--- src/rtl/seq_match_ctrl.sv ---
// rtl/seq_match_ctrl.sv - serial pattern matcher scanning parallel words MSB first
// Optional feature: define SEQ_NONOVERLAP_EN for non-overlapping match detection.
module seq_match_ctrl #(
  parameter int               WORD_W   = 8,
  parameter int               PAT_W    = 5,
  parameter logic [PAT_W-1:0] PAT_INIT = 5'b10110,
  parameter int               CNT_W    = 4
) (
  input  logic              clk,
  input  logic              rst,
  input  logic              pat_load,
  input  logic [PAT_W-1:0]  pat_in,
  input  logic              in_valid,
  input  logic [WORD_W-1:0] in_data,
  output logic              in_ready,
  output logic              z,
  output logic              busy,
  output logic              done,
  output logic [CNT_W-1:0]  match_cnt
);

  localparam int IDX_W  = (WORD_W > 1) ? $clog2(WORD_W) : 1;
  localparam int FILL_W = $clog2(PAT_W + 1);

  localparam logic [1:0] IDLE  = 2'd0;
  localparam logic [1:0] SHIFT = 2'd1;
  localparam logic [1:0] DONE  = 2'd2;

  localparam logic [FILL_W-1:0] FILL_FULL = FILL_W'(PAT_W);
  localparam logic [FILL_W-1:0] FILL_THR  = FILL_W'(PAT_W - 1);
  localparam logic [IDX_W-1:0]  IDX_FIRST = IDX_W'(WORD_W - 1);
  localparam logic [CNT_W-1:0]  CNT_MAX   = {CNT_W{1'b1}};

  logic [1:0]        state;
  logic [PAT_W-1:0]  pattern;
  logic [PAT_W-2:0]  hist;
  logic [FILL_W-1:0] fill;
  logic [WORD_W-1:0] data;
  logic [IDX_W-1:0]  bit_idx;
  logic [CNT_W-1:0]  cnt;

  logic              cur_bit;
  logic [PAT_W-1:0]  window;
  logic              hit;

  assign cur_bit = data[bit_idx];
  assign window  = {hist, cur_bit};
  // fill gating keeps stale zeros after reset/load from forming a false match
  assign hit     = (state == SHIFT) && (window == pattern) && (fill >= FILL_THR);

  // outputs are forced quiet while reset is asserted, whatever state is held
  assign z         = hit && !rst;
  assign busy      = (state != IDLE) && !rst;
  assign done      = (state == DONE) && !rst;
  assign in_ready  = ((state == IDLE) || rst) && !pat_load;
  assign match_cnt = cnt;

  always_ff @(posedge clk) begin
    if (rst) begin
      state   <= IDLE;
      pattern <= PAT_INIT;
      hist    <= '0;
      fill    <= '0;
      data    <= '0;
      bit_idx <= '0;
      cnt     <= '0;
    end else begin
      case (state)
        IDLE: begin
          if (pat_load) begin
            pattern <= pat_in;
            hist    <= '0;
            fill    <= '0;
          end else if (in_valid) begin
            data    <= in_data;
            cnt     <= '0;
            bit_idx <= IDX_FIRST;
            state   <= SHIFT;
          end
        end
        SHIFT: begin
          hist <= window[PAT_W-2:0];
`ifdef SEQ_NONOVERLAP_EN
          if (hit)
            fill <= '0;
          else if (fill != FILL_FULL)
            fill <= fill + 1'b1;
`else
          if (fill != FILL_FULL)
            fill <= fill + 1'b1;
`endif
          if (hit && (cnt != CNT_MAX))
            cnt <= cnt + 1'b1;
          if (bit_idx == '0)
            state <= DONE;
          else
            bit_idx <= bit_idx - 1'b1;
        end
        DONE:    state <= IDLE;
        default: state <= IDLE;
      endcase
    end
  end

endmodule

--- config.mk ---
export PLATFORM = sky130hd
export DESIGN_NAME = seq_match_ctrl
export DESIGN_NICKNAME = d
export VERILOG_FILES = /design/src/rtl/seq_match_ctrl.sv
export SDC_FILE = /design/constraint.sdc
export NUM_CORES = 1
export LEC_CHECK = 0
export CAP_MARGIN = 0
export CORE_ASPECT_RATIO = 0.7
export CORE_MARGIN = 2
export CORE_UTILIZATION = 40
export DETAILED_ROUTE_END_ITERATION = 10
export GPL_TIMING_DRIVEN = 0
export PLACE_DENSITY = 0.66
export RECOVER_POWER = 50
export SYNTH_ARGS = -nofsm -noshare
export SYNTH_HDL_FRONTEND = slang
export SYNTH_SLANG_ARGS = --single-unit
--- constraint.sdc ---
create_clock -name clk -period 1.9 [get_ports clk]
set_clock_uncertainty 0.1 [all_clocks]
set_input_delay 0.285 -clock clk [delete_from_list [all_inputs] [get_ports clk]]
set_output_delay 0.285 -clock clk [all_outputs]
set_load 0.03 [all_outputs]
==> results of run 1 <==
## area by class of cell
type	instances	area share
multi-input combinational	117	0.414
tap	47	0.0324
buffer	5	0.0166
clock buffer	8	0.0442
timing repair buffer	31	0.158
sequential	29	0.324
inverter	5	0.0104
## routing by layer
layer	vias to the layer above	global-route usage	share of wire
met5	-	0	0
met4	0	0.0758	0.011
met3	4	0.0476	0.046
met2	29	0.281	0.44
met1	559	0.228	0.50
li1	608	-	-
## sequential cells by signal, indices dropped and copies added (netlist names)
signal and cells:
fill 3, match_cnt 4, state 2, pattern 5, bit_idx 3, hist 4, data 8
## repair_timing
item                                    in CTS  in global routing
endpoints found under the setup margin       8                  9
resized for setup                           25                  4
buffers inserted                             4                  3
pin swaps                                    2                  3
## synthesized netlist by cell type
master,number
nor2b_1,3
a21oi_2,1
nor4_4,1
nor4b_4,1
o21ai_1,3
clkbuf_1,3
and2_1,1
xor2_2,1
a211oi_1,2
nand2b_1,2
a31oi_2,1
or3_1,2
or2_1,1
or2b_2,1
ha_1,5
dfxtp_1,29
a2111oi_0,1
nor2_1,15
nand3b_1,5
mux2i_4,1
nand3_1,2
a22oi_1,3
mux4_2,2
nor3b_1,1
a31oi_1,2
o21bai_1,1
inv_1,5
nor3_1,2
nor4b_1,1
xnor2_1,1
xor2_1,4
nand2_1,34
a21oi_1,17
buf_1,1
clkbuf_8,1
## metrics by stage
| step | setup WS, ns | instances |
|---|---|---|
| finish | -0.340 | 242 |
| global route | -0.406 | 242 |
| detailed placement | -0.666 | 227 |
| CTS | -0.332 | 239 |
| floorplan | -0.0632 | 156 |
| global placement | -0.664 | 227 |
## layout by cell type, fill, tap and decap left out, types with 2 or more instances in the layout
cell	count
nand2b_1	2
a31oi_1	2
nor3_1	2
nand3b_1	5
nor2b_1	3
clkdlybuf4s50_1	19
dfxtp_1	27
clkbuf_1	6
o21ai_1	3
buf_4	5
nor2_1	15
ha_1	5
mux4_2	2
buf_6	3
buf_2	2
a21oi_1	17
dfxtp_4	2
clkbuf_8	6
a22oi_1	3
or3_1	2
clkbuf_2	2
a211oi_1	2
xor2_1	4
nand2_1	34
inv_1	4
## worst min-delay path: stages, from the launching register on
cell     delay [ns]
dfxtp_1        0.31
nand2_1        0.05
a21oi_1        0.05
## cell families (layout without fill, tap and decap cells)
group                    count (synthesis)  in the layout  share of synthesized area
AND/OR/NAND/NOR                         72             72                      0.268
AO/OA/AOI/OAI                           31             31                      0.137
flip-flops                              29             29                      0.423
buffers and inverters                   10             49                     0.0346
XOR/XNOR                                 6              6                     0.0437
adder cells (fa/ha/maj)                  5              5                     0.0455
multiplexers                             3              3                     0.0492
## worst paths after layout
check,start,to,slack (ns),depth (start not counted)
setup reg to reg,bit_idx[0]$_SDFFE_PP0P_,match_cnt[0]$_SDFFE_PP0P_,-0.27,7
hold reg to reg,data[5]$_SDFFE_PP0P_,data[5]$_SDFFE_PP0P_,0.35,2
hold / removal,data[5]$_SDFFE_PP0P_,data[5]$_SDFFE_PP0P_,0.35,2
setup / recovery,bit_idx[0]$_SDFFE_PP0P_,z,-0.34,6
## power by group
| part | leakage [nW] | switching (mW) | internal [mW] |
|---|---|---|---|
| registers | 0.238 | 0.0254 | 0.637 |
| clock network | 0.0395 | 0.213 | 0.259 |
| logic | 0.403 | 0.109 | 0.105 |
| total | 0.680 | 0.348 | 1.00 |
==> flow_summary.html, run 1 <==
<table>
<tr><th>Metric</th><th>Value</th></tr>
<tr><th colspan="2">Floorplan</th></tr>
<tr><td>Total Die Area</td><td>3930 sq um</td></tr>
<tr><td>Ports</td><td>25</td></tr>
<tr><td>Width of the die</td><td>74.0 um</td></tr>
<tr><td>Die height</td><td>53.0 um</td></tr>
<tr><td>Core outline area</td><td>3210 sq um</td></tr>
<tr><td>Effective utilization at floorplan</td><td>0.428</td></tr>
<tr><td>Cell Rows</td><td>17</td></tr>
<tr><th colspan="2">Global route</th></tr>
<tr><td>Global-route wire length before repair</td><td>5060 um</td></tr>
<tr><td>Initial antenna violation count</td><td>0</td></tr>
<tr><td>Overall Global Routing Usage</td><td>0.177</td></tr>
<tr><td>Largest net degree at the start of global routing</td><td>11</td></tr>
<tr><td>Leftover overflow at the end of global routing</td><td>0</td></tr>
<tr><td>Number of global-route vias before repair</td><td>1,149</td></tr>
<tr><th colspan="2">Cells and area</th></tr>
<tr><td>Fraction of final layout cells with drive strength greater than 1</td><td>0.159</td></tr>
<tr><td>Core Util, Final</td><td>0.564</td></tr>
<tr><td>Fin nets</td><td>216</td></tr>
<tr><td>FILL cells</td><td>300</td></tr>
<tr><td>Area of combinational cells with multiple inputs</td><td>751 sq um</td></tr>
<tr><td>Growth of design area from synthesis to finish</td><td>32.0%</td></tr>
<tr><td>Storage element area</td><td>588 sq um</td></tr>
<tr><td>Total non-filler cell area in the finished layout</td><td>1810 sq um</td></tr>
<tr><td>Antenna diode count</td><td>0</td></tr>
<tr><th colspan="2">Timing</th></tr>
<tr><td>Unrepaired setup endpoints after global routing</td><td>yes</td></tr>
<tr><td>Peak Freq</td><td>0.446 GHz</td></tr>
<tr><td>Worst hold slack</td><td>0.355 ns</td></tr>
<tr><td>Worst-margin pin slew</td><td>0.436 ns</td></tr>
<tr><td>Final worst slack</td><td>-0.340 ns</td></tr>
<tr><td>Setup TNS</td><td>-1.15 ns</td></tr>
<tr><td>Min Clock Period, post-route</td><td>2.24 ns</td></tr>
<tr><td>Finish-stage setup viols</td><td>7</td></tr>
<tr><td>Ratio of final minimum period to clock period</td><td>1.18</td></tr>
<tr><td>Remaining max-slew budget at the tightest pin</td><td>0.710</td></tr>
<tr><td>Final hold violation count</td><td>0</td></tr>
<tr><td>Number of pins with negative max-slew slack in the final report</td><td>0</td></tr>
<tr><th colspan="2">Setup path</th></tr>
<tr><td>Crit path largest cell delay</td><td>0.54 ns</td></tr>
<tr><td>CP bufs+invs</td><td>2</td></tr>
<tr><td>Cells along the critical path</td><td>mux4_2, mux2i_4, xor2_2, nand3_2, inv_2, buf_6</td></tr>
<tr><td>Startpoint types</td><td>flop</td></tr>
<tr><td>Highest net fanout along the worst path</td><td>2</td></tr>
<tr><td>Delay-heaviest family, CP</td><td>multiplexers</td></tr>
<tr><td>Slowest cell on the critical path</td><td>mux4_2</td></tr>
<tr><td>Category of the worst setup path capture point</td><td>output pin</td></tr>
<tr><td>Data required time at the worst endpoint</td><td>1.51 ns</td></tr>
<tr><td>Class of the most critical setup path</td><td>flop to output pin</td></tr>
<tr><td>Arrival time at the worst endpoint</td><td>1.85 ns</td></tr>
<tr><th colspan="2">Synth</th></tr>
<tr><td>Synthesized netlist net count</td><td>178</td></tr>
<tr><td>Average instance area after synthesis</td><td>8.81 sq um</td></tr>
<tr><td>Total of flip-flops plus latches after synthesis</td><td>29</td></tr>
<tr><td>Biggest area consumer among synthesized cells</td><td>dfxtp_1</td></tr>
<tr><td>Synthesis warning total</td><td>0</td></tr>
<tr><td>Synth Instances</td><td>156</td></tr>
<tr><td>Number of distinct library cell variants in the gate-level netlist after synthesis</td><td>35</td></tr>
<tr><td>Sequential share of the synthesized area</td><td>0.423</td></tr>
<tr><td>Netlist area before placement</td><td>1370 sq um</td></tr>
<tr><td>Leading cell types by total area after synthesis</td><td>dfxtp_1 (42%), nand2_1 (9.3%), a21oi_1 (6.2%)</td></tr>
<tr><td>Top-area cell type share of the netlist area</td><td>0.423</td></tr>
<tr><th colspan="2">Place</th></tr>
<tr><td>Port Buf Inserts</td><td>24</td></tr>
<tr><td>Gpl congestion</td><td>0.775</td></tr>
<tr><td>Instance area at placement</td><td>1680 sq um</td></tr>
<tr><td>Detailed-placement wirelength estimate</td><td>2220 um</td></tr>
<tr><th colspan="2">Clock network</th></tr>
<tr><td>Clock buffer depth</td><td>2</td></tr>
<tr><td>Hold_buf cts</td><td>0</td></tr>
<tr><td>CTS tree</td><td>yes</td></tr>
<tr><td>Clock buffers created by TritonCTS</td><td>5</td></tr>
<tr><td>Clock slew seen by the registers of the worst setup and hold paths</td><td>0.06 ns</td></tr>
<tr><td>H-tree level count</td><td>2</td></tr>
<tr><td>Num Clock Sinks</td><td>29</td></tr>
<tr><td>Cell chosen for the clock root</td><td>clkbuf_8</td></tr>
<tr><td>Insertion delay of the later-clocked pin in the worst-skew pair</td><td>0.27 ns</td></tr>
<tr><th colspan="2">Detailed routing</th></tr>
<tr><td>Total number of vias</td><td>1,200</td></tr>
<tr><td>Count of antenna-violating nets left after detailed routing</td><td>0</td></tr>
<tr><td>Final Routed Wirelength</td><td>3020 um</td></tr>
<tr><td>DRC Markers</td><td>0</td></tr>
<tr><td>Number of detailed-routing iterations run before antenna repair</td><td>4</td></tr>
<tr><td>Drt initial violations</td><td>55</td></tr>
<tr><td>Routed len/inst</td><td>12.5 um</td></tr>
<tr><td>Average via count per standard cell</td><td>4.96</td></tr>
<tr><th colspan="2">Pwr</th></tr>
<tr><td>Post-layout power</td><td>1.35 mW</td></tr>
<tr><td>Worst vdd ir</td><td>423 uV</td></tr>
<tr><td>Areal power density over the cells</td><td>745 nW/um^2</td></tr>
<tr><td>Leakage</td><td>0.680 nW</td></tr>
<tr><th colspan="2">Worst hold path</th></tr>
<tr><td>Type of the tightest min-delay check</td><td>flop to flop</td></tr>
<tr><th colspan="2">Status</th></tr>
<tr><td>Outcome</td><td>finished, violations left</td></tr>
<tr><td>Violations in the final reports</td><td>negative setup slack</td></tr>
<tr><th colspan="2">Run</th></tr>
<tr><td>Max-cap violations</td><td>0</td></tr>
</table>
Note: power is estimated with default switching activity, not from simulation.
==> inputs of run 2 (changes only) <==
--- a/config.mk
+++ b/config.mk
@@ -5,7 +5,7 @@
 export SDC_FILE = /design/constraint.sdc
 export NUM_CORES = 1
 export LEC_CHECK = 0
-export CAP_MARGIN = 0
+export CAP_MARGIN = 20
 export CORE_ASPECT_RATIO = 0.7
 export CORE_MARGIN = 2
 export CORE_UTILIZATION = 40
==> results of run 2 <==
The final DEF is identical to that of run 1; final timing and power are the same.
